<file path="src/rtl/uart_rx_wb_if.sv">
// Wishbone B3 classic bus bundle between a master (CPU/debug) and the UART receiver readout.
interface uart_rx_wb_if;
  logic [1:0]  wb_adr_i;
  logic [31:0] wb_dat_i;
  logic        wb_we_i;
  logic        wb_cyc_i;
  logic        wb_stb_i;
  logic [31:0] wb_dat_o;
  logic        wb_ack_o;

  modport slave  (input  wb_adr_i, wb_dat_i, wb_we_i, wb_cyc_i, wb_stb_i,
                  output wb_dat_o, wb_ack_o);
  modport master (output wb_adr_i, wb_dat_i, wb_we_i, wb_cyc_i, wb_stb_i,
                  input  wb_dat_o, wb_ack_o);
endinterface

</file>
<file path="src/rtl/uart_rx_wb.sv">
// 8N1 serial receiver feeding a small FIFO, read out through a Wishbone classic slave
// with RXDATA/STATUS/CTRL registers and a level interrupt.
module uart_rx_wb #(
  parameter int CLK_DIV = 16,
  parameter int FIFO_AW = 3
) (
  input  logic        wb_clk_i,
  input  logic        wb_rst_i,
  input  logic        rx_i,
  uart_rx_wb_if.slave wb,
  output logic        irq_o
);
  localparam int DEPTH = 1 << FIFO_AW;
  localparam int TW    = $clog2(CLK_DIV);
  localparam logic [TW-1:0]      T_HALF = TW'(CLK_DIV/2 - 1);
  localparam logic [TW-1:0]      T_FULL = TW'(CLK_DIV - 1);
  localparam logic [TW-1:0]      T_ONE  = TW'(1);
  localparam logic [FIFO_AW:0]   C_ONE  = (FIFO_AW+1)'(1);
  localparam logic [FIFO_AW:0]   C_FULL = (FIFO_AW+1)'(DEPTH);
  localparam logic [FIFO_AW-1:0] P_ONE  = FIFO_AW'(1);

  typedef enum logic [1:0] {S_IDLE, S_START, S_DATA, S_STOP} state_t;

  state_t             state, state_nx;
  logic               rx_s1, rx_s2, rx_d, fall;
  logic [TW-1:0]      timer;
  logic               tick;
  logic [2:0]         bit_idx;
  logic [7:0]         shreg;
  logic               tmr_load, bit_clr, bit_shift, stop_ok, stop_bad;
  logic [TW-1:0]      tmr_val;

  logic [7:0]         mem [DEPTH];
  logic [FIFO_AW-1:0] wr_ptr, rd_ptr;
  logic [FIFO_AW:0]   count;
  logic               empty, full, push, ovr_set;
  logic               overrun, frame_err, irq_en;

  logic               req, rd_pop, wr_ctrl;
  logic [31:0]        status, rdata;
  logic               unused_dat;

  // Synchroniser plus one more flop for falling-edge detection; all idle high.
  always_ff @(posedge wb_clk_i) begin
    if (wb_rst_i) begin
      rx_s1 <= 1'b1;
      rx_s2 <= 1'b1;
      rx_d  <= 1'b1;
    end else begin
      rx_s1 <= rx_i;
      rx_s2 <= rx_s1;
      rx_d  <= rx_s2;
    end
  end
  assign fall = rx_d & ~rx_s2;
  assign tick = (timer == '0);

  always_ff @(posedge wb_clk_i) begin
    if (wb_rst_i) state <= S_IDLE;
    else          state <= state_nx;
  end

  always_comb begin
    state_nx = state;
    case (state)
      S_IDLE:  if (fall) state_nx = S_START;
      S_START: if (tick) state_nx = rx_s2 ? S_IDLE : S_DATA;
      S_DATA:  if (tick && bit_idx == 3'd7) state_nx = S_STOP;
      S_STOP:  if (tick) state_nx = S_IDLE;
      default: state_nx = S_IDLE;
    endcase
  end

  always_comb begin
    tmr_load  = 1'b0;
    tmr_val   = T_FULL;
    bit_clr   = 1'b0;
    bit_shift = 1'b0;
    stop_ok   = 1'b0;
    stop_bad  = 1'b0;
    case (state)
      S_IDLE:  if (fall) begin tmr_load = 1'b1; tmr_val = T_HALF; end
      S_START: if (tick && !rx_s2) begin tmr_load = 1'b1; bit_clr = 1'b1; end
      S_DATA:  if (tick) begin tmr_load = 1'b1; bit_shift = 1'b1; end
      S_STOP:  if (tick) begin stop_ok = rx_s2; stop_bad = ~rx_s2; end
      default: ;
    endcase
  end

  always_ff @(posedge wb_clk_i) begin
    if (wb_rst_i) begin
      timer   <= '0;
      bit_idx <= '0;
      shreg   <= '0;
    end else begin
      if (tmr_load)     timer <= tmr_val;
      else if (!tick)   timer <= timer - T_ONE;
      if (bit_clr)      bit_idx <= '0;
      else if (bit_shift) begin
        shreg[bit_idx] <= rx_s2;
        bit_idx        <= bit_idx + 3'd1;
      end
    end
  end

  // A pop in the same cycle frees the slot, so a full FIFO still accepts the byte.
  assign empty   = (count == '0);
  assign full    = (count == C_FULL);
  assign push    = stop_ok & (~full | rd_pop);
  assign ovr_set = stop_ok & full & ~rd_pop;

  always_ff @(posedge wb_clk_i) begin
    if (push) mem[wr_ptr] <= shreg;
  end

  always_ff @(posedge wb_clk_i) begin
    if (wb_rst_i) begin
      wr_ptr <= '0;
      rd_ptr <= '0;
      count  <= '0;
    end else begin
      if (push)   wr_ptr <= wr_ptr + P_ONE;
      if (rd_pop) rd_ptr <= rd_ptr + P_ONE;
      case ({push, rd_pop})
        2'b10:   count <= count + C_ONE;
        2'b01:   count <= count - C_ONE;
        default: ;
      endcase
    end
  end

  assign req     = wb.wb_cyc_i & wb.wb_stb_i & ~wb.wb_ack_o;
  assign rd_pop  = req & ~wb.wb_we_i & (wb.wb_adr_i == 2'd0) & ~empty;
  assign wr_ctrl = req & wb.wb_we_i & (wb.wb_adr_i == 2'd2);
  assign unused_dat = ^wb.wb_dat_i[31:3];

  always_comb begin
    status                 = '0;
    status[0]              = ~empty;
    status[1]              = full;
    status[2]              = overrun;
    status[3]              = frame_err;
    status[8+FIFO_AW:8]    = count;
  end

  always_comb begin
    rdata = '0;
    case (wb.wb_adr_i)
      2'd0:    if (!empty) rdata = {24'h0, mem[rd_ptr]};
      2'd1:    rdata = status;
      2'd2:    rdata = {31'h0, irq_en};
      default: ;
    endcase
  end

  // Sticky flags: a set in the same cycle as a CTRL clear wins.
  always_ff @(posedge wb_clk_i) begin
    if (wb_rst_i) begin
      wb.wb_ack_o <= 1'b0;
      wb.wb_dat_o <= '0;
      overrun     <= 1'b0;
      frame_err   <= 1'b0;
      irq_en      <= 1'b0;
      irq_o       <= 1'b0;
    end else begin
      wb.wb_ack_o <= req;
      wb.wb_dat_o <= (req && !wb.wb_we_i) ? rdata : '0;
      overrun     <= ovr_set  | (overrun   & ~(wr_ctrl & wb.wb_dat_i[1]));
      frame_err   <= stop_bad | (frame_err & ~(wr_ctrl & wb.wb_dat_i[2]));
      if (wr_ctrl) irq_en <= wb.wb_dat_i[0];
      irq_o       <= irq_en & (~empty | overrun | frame_err);
    end
  end
endmodule

</file>
<file path="src/flat_wrapper.sv">
// flat-port wrapper written by rule: the top's interface ports become plain ports
module uart_rx_wb_flat 
#(
  parameter int CLK_DIV = 16,
  parameter int FIFO_AW = 3
)
  (wb_clk_i, wb_rst_i, rx_i, irq_o, wb_wb_adr_i, wb_wb_dat_i, wb_wb_we_i, wb_wb_cyc_i, wb_wb_stb_i, wb_wb_dat_o, wb_wb_ack_o);
  uart_rx_wb_if wb_i ();
  input  logic wb_clk_i;
  input  logic wb_rst_i;
  input  logic rx_i;
  output logic irq_o;
  input wire logic [$bits(wb_i.wb_adr_i)-1:0] wb_wb_adr_i;
  input wire logic [$bits(wb_i.wb_dat_i)-1:0] wb_wb_dat_i;
  input wire logic [$bits(wb_i.wb_we_i)-1:0] wb_wb_we_i;
  input wire logic [$bits(wb_i.wb_cyc_i)-1:0] wb_wb_cyc_i;
  input wire logic [$bits(wb_i.wb_stb_i)-1:0] wb_wb_stb_i;
  output wire logic [$bits(wb_i.wb_dat_o)-1:0] wb_wb_dat_o;
  output wire logic [$bits(wb_i.wb_ack_o)-1:0] wb_wb_ack_o;
  assign wb_i.wb_adr_i = wb_wb_adr_i;
  assign wb_i.wb_dat_i = wb_wb_dat_i;
  assign wb_i.wb_we_i = wb_wb_we_i;
  assign wb_i.wb_cyc_i = wb_wb_cyc_i;
  assign wb_i.wb_stb_i = wb_wb_stb_i;
  assign wb_wb_dat_o = wb_i.wb_dat_o;
  assign wb_wb_ack_o = wb_i.wb_ack_o;
  uart_rx_wb #(.CLK_DIV(CLK_DIV), .FIFO_AW(FIFO_AW)) u_core (.wb_clk_i(wb_clk_i), .wb_rst_i(wb_rst_i), .rx_i(rx_i), .wb(wb_i), .irq_o(irq_o));
endmodule
</file>
<file path="config.mk">
export PLATFORM = sky130hd
export DESIGN_NAME = uart_rx_wb_flat
export DESIGN_NICKNAME = d
export VERILOG_FILES = /design/src/rtl/uart_rx_wb_if.sv /design/src/rtl/uart_rx_wb.sv /design/src/flat_wrapper.sv
export SDC_FILE = /design/constraint.sdc
export NUM_CORES = 1
export LEC_CHECK = 0
export ABC_AREA = 1
export CORE_UTILIZATION = 40
export CTS_CLUSTER_SIZE = 40
export DETAILED_ROUTE_END_ITERATION = 10
export PLACE_DENSITY_LB_ADDON = 0.25
export SYNTH_ARGS = -nofsm -noshare
export SYNTH_HDL_FRONTEND = slang
export SYNTH_SLANG_ARGS = --single-unit
export TNS_END_PERCENT = 5
</file>
<file path="constraint.sdc">
create_clock -name wb_clk_i -period 4.53 [get_ports wb_clk_i]
set_input_delay 0.906 -clock wb_clk_i [delete_from_list [all_inputs] [get_ports wb_clk_i]]
set_output_delay 0.906 -clock wb_clk_i [all_outputs]
set_load 0.005 [all_outputs]
</file>
==> impl_metrics.toml, run 1 <==
[run_status]
status = "complete, no violations"

[placed_design]
io_buffers = 24
dp_cells = 613
place_ws_ns = 1.10
hpwlAfterDp_um = 6130
dpl_cell_area_um2 = 5070
gp_congestion = 0.785

[critical_path]
crit_path_end_kind = "flip-flop"
criticalPathCategory = "in2reg"
worstReg2RegStart = "u_core.timer[0]"
required_ns = 4.56
cp-startpoint = "wb_wb_cyc_i"
path_max_fanout = 10
cp.arrival_ns = 3.05
cp-start-kind = "primary input"

[layout]
antenna_cells = 0
fin_util = 0.501
nets = 535
design_area_um2 = 5740
fillCellCount = 1036
drive_gt1_frac = 0.131
final_cells = 645
area_growth_pct = 21.5

[power]
p_sw_mw = 0.558
p_leak_nw = 2.18
p_sw_frac = 0.202
intPower_mw = 2.20
power.share.clock = 0.535
p_comb_frac = 0.059
power.total_mw = 2.76
powerDensity_nw_per_um2 = 481
ir_worst_vdd_uv = 272
power_frac_seq = 0.405

[sta]
finalHoldViolCount = 0
relSlewSlack = 0.420
final.setup.tns_ns = 0
worst_slack_ns = 1.51
setup_violations = 0
finalCritPeriodShare = 0.667
max_freq_mhz = 331
fin_hold_ws_ns = 0.410
fin_skew_ns = 0.00841
period_minus_slack_ns = 3.02
grt_setup_unrepaired = "no"
worstMarginPinSlew_ns = 0.870
drv_slew = 0

[detailed_routing]
first_pass_iters = 5
antenna_left = 0
wl_um = 9420
wl_met1_um = 4250
dr_total_vias = 3261
wl_per_cell_um = 14.6
dr_wl_met3_um = 472
drt_iter0_drc = 182
drc = 0
routed.top_layer = "met4"
met2_length_um = 4540
via_per_inst = 5.06

[floorplan]
die_area_um2 = 12200
ios = 74
core_area_um2 = 11500
die_h_um = 111
core.rowCount = 39
fp.dieW_um = 111
start_util = 0.412

[global_routing]
grt_max_degree = 34
grt_pass1_wl_um = 15400
track_usage = 0.164
grt_pass1_vias = 3180
gr-total-overflow = 0
antenna_found_initial = 0

[clocking]
cts_sinks = 114
clkLatencyLatePin_ns = 0.41
hold_buffers = 0
clk_pin_slew_ns = 0.05
clock-root-buffer = "clkbuf_16"
cts_setup_buffers = 0
cts-resized-gates = 0
cts_tree = "done"
htreeDepth = 4
cts_buffers = 17
clock_path_buffers = 2

[yosys]
yosys.area.top_type_share = 0.407
ys_ff_latch = 114
syn_area_um2 = 4720
async_flop_share = 0
synth_warnings = 0
synth_area_leaders = "edfxtp_1 (41%), dfxtp_1 (21%), nor2_1 (4.5%), o21ai_0 (3.9%), nand2_1 (3.6%)"
ys.flop_type = "edfxtp_1"
synth_cells = 452
synth_edf_count = 64
avgSynthCellArea_um2 = 10.4
synth_top_area_cell = "edfxtp_1"
synth.distinct_cells = 44
yosysSeqAreaShare = 0.619

[worst_hold_path]
hold_start = "u_core.rx_s1"
min_path_type = "reg2reg"

[run]
cap_violations = 0
==> logic make-up after synthesis <==
group                    count (synthesis)  synth area share
XOR/XNOR                                 3           0.00556
other                                    1          0.000794
adder cells (fa/ha/maj)                  6            0.0159
AO/OA/AOI/OAI                          104             0.138
flip-flops                             114             0.619
buffers and inverters                   76            0.0768
AND/OR/NAND/NOR                        148             0.144
==> worst paths after layout <==
path / slack, ns / cells past startpoint / endpoint
worst max-delay path: 1.51 / 11 / u_core.mem[7][6]
worst min-delay path: 0.41 / 1 / u_core.rx_s2
worst max register to register: 2.04 / 10 / u_core.mem[7][6]
worst min register to register: 0.41 / 1 / u_core.rx_s2
==> synth_stat cells (6+ instances only) <==
library cell	count
inv_2	7
nor3_1	15
inv_1	34
a21oi_1	27
o221ai_1	9
edfxtp_1	64
buf_4	20
dfxtp_1	50
clkbuf_1	13
nand2_1	45
nand3_1	11
a311oi_1	8
o21ai_0	37
nor2_1	56
ha_1	6
==> power by group through the flow <==
stage,Sequential (mW),Clock (mW),Combinational (mW)
after CTS,1.12,1.49,0.165
after detailed placement,1.14,0,0.163
after global routing,1.12,1.54,0.184
after floorplan,1.14,0,0.138
after global placement,1.14,0,0.157
final,1.12,1.48,0.164
==> sequential cells by signal (all words and copies together), names as in the netlist, 3 cells and up, named ones only <==
name and flops:
u_core.bit_idx 3, u_core.mem 64, u_core.wb.wb_dat_o 12, u_core.timer 4, u_core.count 4, u_core.rd_ptr 3
u_core.wr_ptr 3, u_core.shreg 8
==> layout make-up <==
type / count / area (um2) / share of cell area
Clock buffer: 23 / 488 / 0.0850
Multi-Input combinational cell: 281 / 1510 / 0.263
Clock inverter: 9 / 178 / 0.0310
Tap cell: 143 / 179 / 0.0312
Sequential cell: 114 / 2920 / 0.509
Timing Repair Buffer: 32 / 300 / 0.0523
Inverter: 43 / 164 / 0.0286
==> critical path: stages <==
cell and delay (ns):
clkdlybuf4s50_1 0.45, nand2_1 0.05, nor2_1 0.13, nand2_1 0.15, nor2_8 0.23, inv_4 0.07
a21oi_4 0.21, inv_2 0.07, nor2_2 0.12, inv_2 0.07, nor2_1 0.60
==> routing by layer <==
metal,vias up,GRT usage
met2,77,0.258
met3,14,0.0465
li1,1626,-
met4,0,0.0684
met5,-,0
met1,1544,0.212
==> cells in the final DEF, fill, tap and decap left out, types with 3 or more instances in the layout <==
| master | Yosys | final |
|---|---|---|
| nor3_1 | 15 | 15 |
| ha_1 | 6 | 6 |
| dfxtp_1 | 50 | 50 |
| o21ai_0 | 37 | 37 |
| conb_1 | 1 | 20 |
| o221ai_1 | 9 | 9 |
| buf_4 | 20 | 8 |
| nor2_2 | 4 | 4 |
| clkdlybuf4s50_1 | 0 | 24 |
| nand3_1 | 11 | 11 |
| o211ai_1 | 3 | 3 |
| a311oi_1 | 8 | 8 |
| inv_2 | 7 | 7 |
| nor2_1 | 56 | 56 |
| bufinv_16 | 0 | 5 |
| a21oi_1 | 27 | 27 |
| nand2_1 | 45 | 45 |
| clkbuf_16 | 0 | 17 |
| a31oi_1 | 4 | 4 |
| nand2_2 | 4 | 4 |
| edfxtp_1 | 64 | 64 |
| clkbuf_8 | 0 | 4 |
| inv_1 | 34 | 34 |
(Power assumes the default switching activity.)
==> run 2: changes to the inputs <==
==> constraint.sdc (replaced) <==
create_clock -name wb_clk_i -period 2.5 [get_ports wb_clk_i]
set_input_delay 0.5 -clock wb_clk_i [delete_from_list [all_inputs] [get_ports wb_clk_i]]
set_output_delay 0.5 -clock wb_clk_i [all_outputs]
set_load 0.005 [all_outputs]
==> run 2 against run 1 <==
Net effect:
- sequential cell count unchanged
- global-route usage decreased by 0.33 points
- non-clock buffer count increased by 13
- via count increased by 0.34%
==> impl_metrics.toml, run 2 (synthesized netlist as in run 1, its figures left out) <==
[run_status]
status = "complete, no violations"

[layout]
max_flop_register = "u_core.mem"
largest_reg_flops = 64
area_growth_pct = 23.5
final_cell_mix = "edfxtp_1 (64), nor2_1 (56), dfxtp_1 (50)"
final_cells = 658
fillCellCount = 992
top_regs = "u_core.mem (64), u_core.wb.wb_dat_o (12), u_core.shreg (8)"
drive_gt1_frac = 0.155
design_area_um2 = 5830
fin_util = 0.509
antenna_cells = 0
layout_commonest_cell = "edfxtp_1"
nets = 548

[sta]
period_minus_slack_ns = 2.13
fin_skew_ns = 0.00535
fin_hold_ws_ns = 0.405
setup_violations = 0
relSlewSlack = 0.510
worstMarginPinSlew_ns = 0.735
finalCritPeriodShare = 0.851
worst_slack_ns = 0.371
drv_slew = 0
grt_setup_unrepaired = "no"
finalHoldViolCount = 0
max_freq_mhz = 470

[critical_path]
required_ns = 2.60
path_max_fanout = 8
path_delay_family = "buffers and inverters"
crit_path_end_kind = "flip-flop"
slowest_delay_ns = 0.46
crit_chain = "clkdlybuf4s50_1, nand2_1, nor2_1, nand2_1, nor2_8, inv_4, a21oi_4, inv_2, nor2_2, inv_2, nor3_1, buf_4"
cp.arrival_ns = 2.23
criticalPathCategory = "in2reg"
path_buf_inv = 5
slowest_stage = "clkdlybuf4s50_1"
cp-start-kind = "primary input"

[clocking]
cts_setup_buffers = 0
cts-resized-gates = 0
cts_sinks = 114
clock-root-buffer = "clkbuf_16"
clock_path_buffers = 2
clkLatencyLatePin_ns = 0.40
htreeDepth = 4
cts_tree = "done"
hold_buffers = 0
cts_buffers = 17
clk_pin_slew_ns = 0.05

[floorplan]
fp.dieW_um = 111
start_util = 0.412
die_h_um = 111
core.rowCount = 39
ios = 74
die_area_um2 = 12200
core_area_um2 = 11500

[placed_design]
hpwlAfterDp_um = 6120
dp_cells = 626
place_ws_ns = -0.0642
gp_congestion = 0.782
io_buffers = 24
dpl_cell_area_um2 = 5170

[global_routing]
gr-total-overflow = 0
grt_pass1_wl_um = 15200
track_usage = 0.161
antenna_found_initial = 0
grt_pass1_vias = 3130
grt_max_degree = 33

[detailed_routing]
via_per_inst = 4.97
drt_iter0_drc = 200
wl_per_cell_um = 13.9
wl_um = 9140
dr_total_vias = 3272
first_pass_iters = 4
drc = 0
antenna_left = 0

[power]
p_leak_nw = 2.25
powerDensity_nw_per_um2 = 844
ir_worst_vdd_uv = 433

[run]
cap_violations = 0

[worst_hold_path]
min_path_type = "reg2reg"
[run 2: cell count changes in the layout (fill, tap and decap cells not counted), sizes merged]
cell,previous run,this run
clkbuf,23,25
buf,8,21
bufinv,5,3
[run 2: worst paths after layout]
| path | slack [ns] | endpoint | startpoint | cells after the start |
|---|---|---|---|---|
| hold / removal | 0.41 | u_core.rx_s2 | u_core.rx_s1 | 1 |
| hold reg to reg | 0.41 | u_core.rx_s2 | u_core.rx_s1 | 1 |
| setup reg to reg | 0.39 | u_core.mem[5][3] | u_core.timer[0] | 11 |
| setup / recovery | 0.37 | u_core.mem[5][3] | wb_wb_stb_i | 12 |
[run 2: power breakdown]
part,switching (mW),leakage [nW],internal (mW)
registers,0.0243,0.997,2.00
clock network,0.784,0.330,1.82
logic,0.181,0.923,0.114
total,0.989,2.25,3.93
[run 2: through the flow]
stage | total power [mW] | TNS [ns]
floorplan | 2.31 | 0
global placement | 2.35 | -0.865
detailed placement | 2.36 | -1.20
CTS | 4.97 | 0
global route | 5.11 | 0
finish | 4.92 | 0
[run 2: layer usage]
layer  part of all wire  track usage  routed length [um]
met1               0.47        0.205                4310
met2               0.49        0.255                4430
met3              0.037       0.0366                 338
met4             0.0066       0.0818                  60
met5                  0            0                   0
[run 2: layout make-up]
class	count	area, um2	share of cell area
inverters	43	164	0.0281
clock buffers	25	548	0.0939
well taps	143	179	0.0307
flip-flops and latches	114	2920	0.501
repair buffers	45	398	0.0682
multi-input cells	281	1510	0.259
clock inverters	7	114	0.0195
[run 2: worst register-to-register path, stage by stage (launching register included)]
cell	delay, ns
dfxtp_1	0.31
inv_1	0.09
ha_1	0.20
nand2_1	0.07
nor2_2	0.18
nand3_2	0.19
a21oi_4	0.19
inv_2	0.05
nor2_2	0.12
inv_2	0.07
nor3_1	0.14
buf_4	0.21
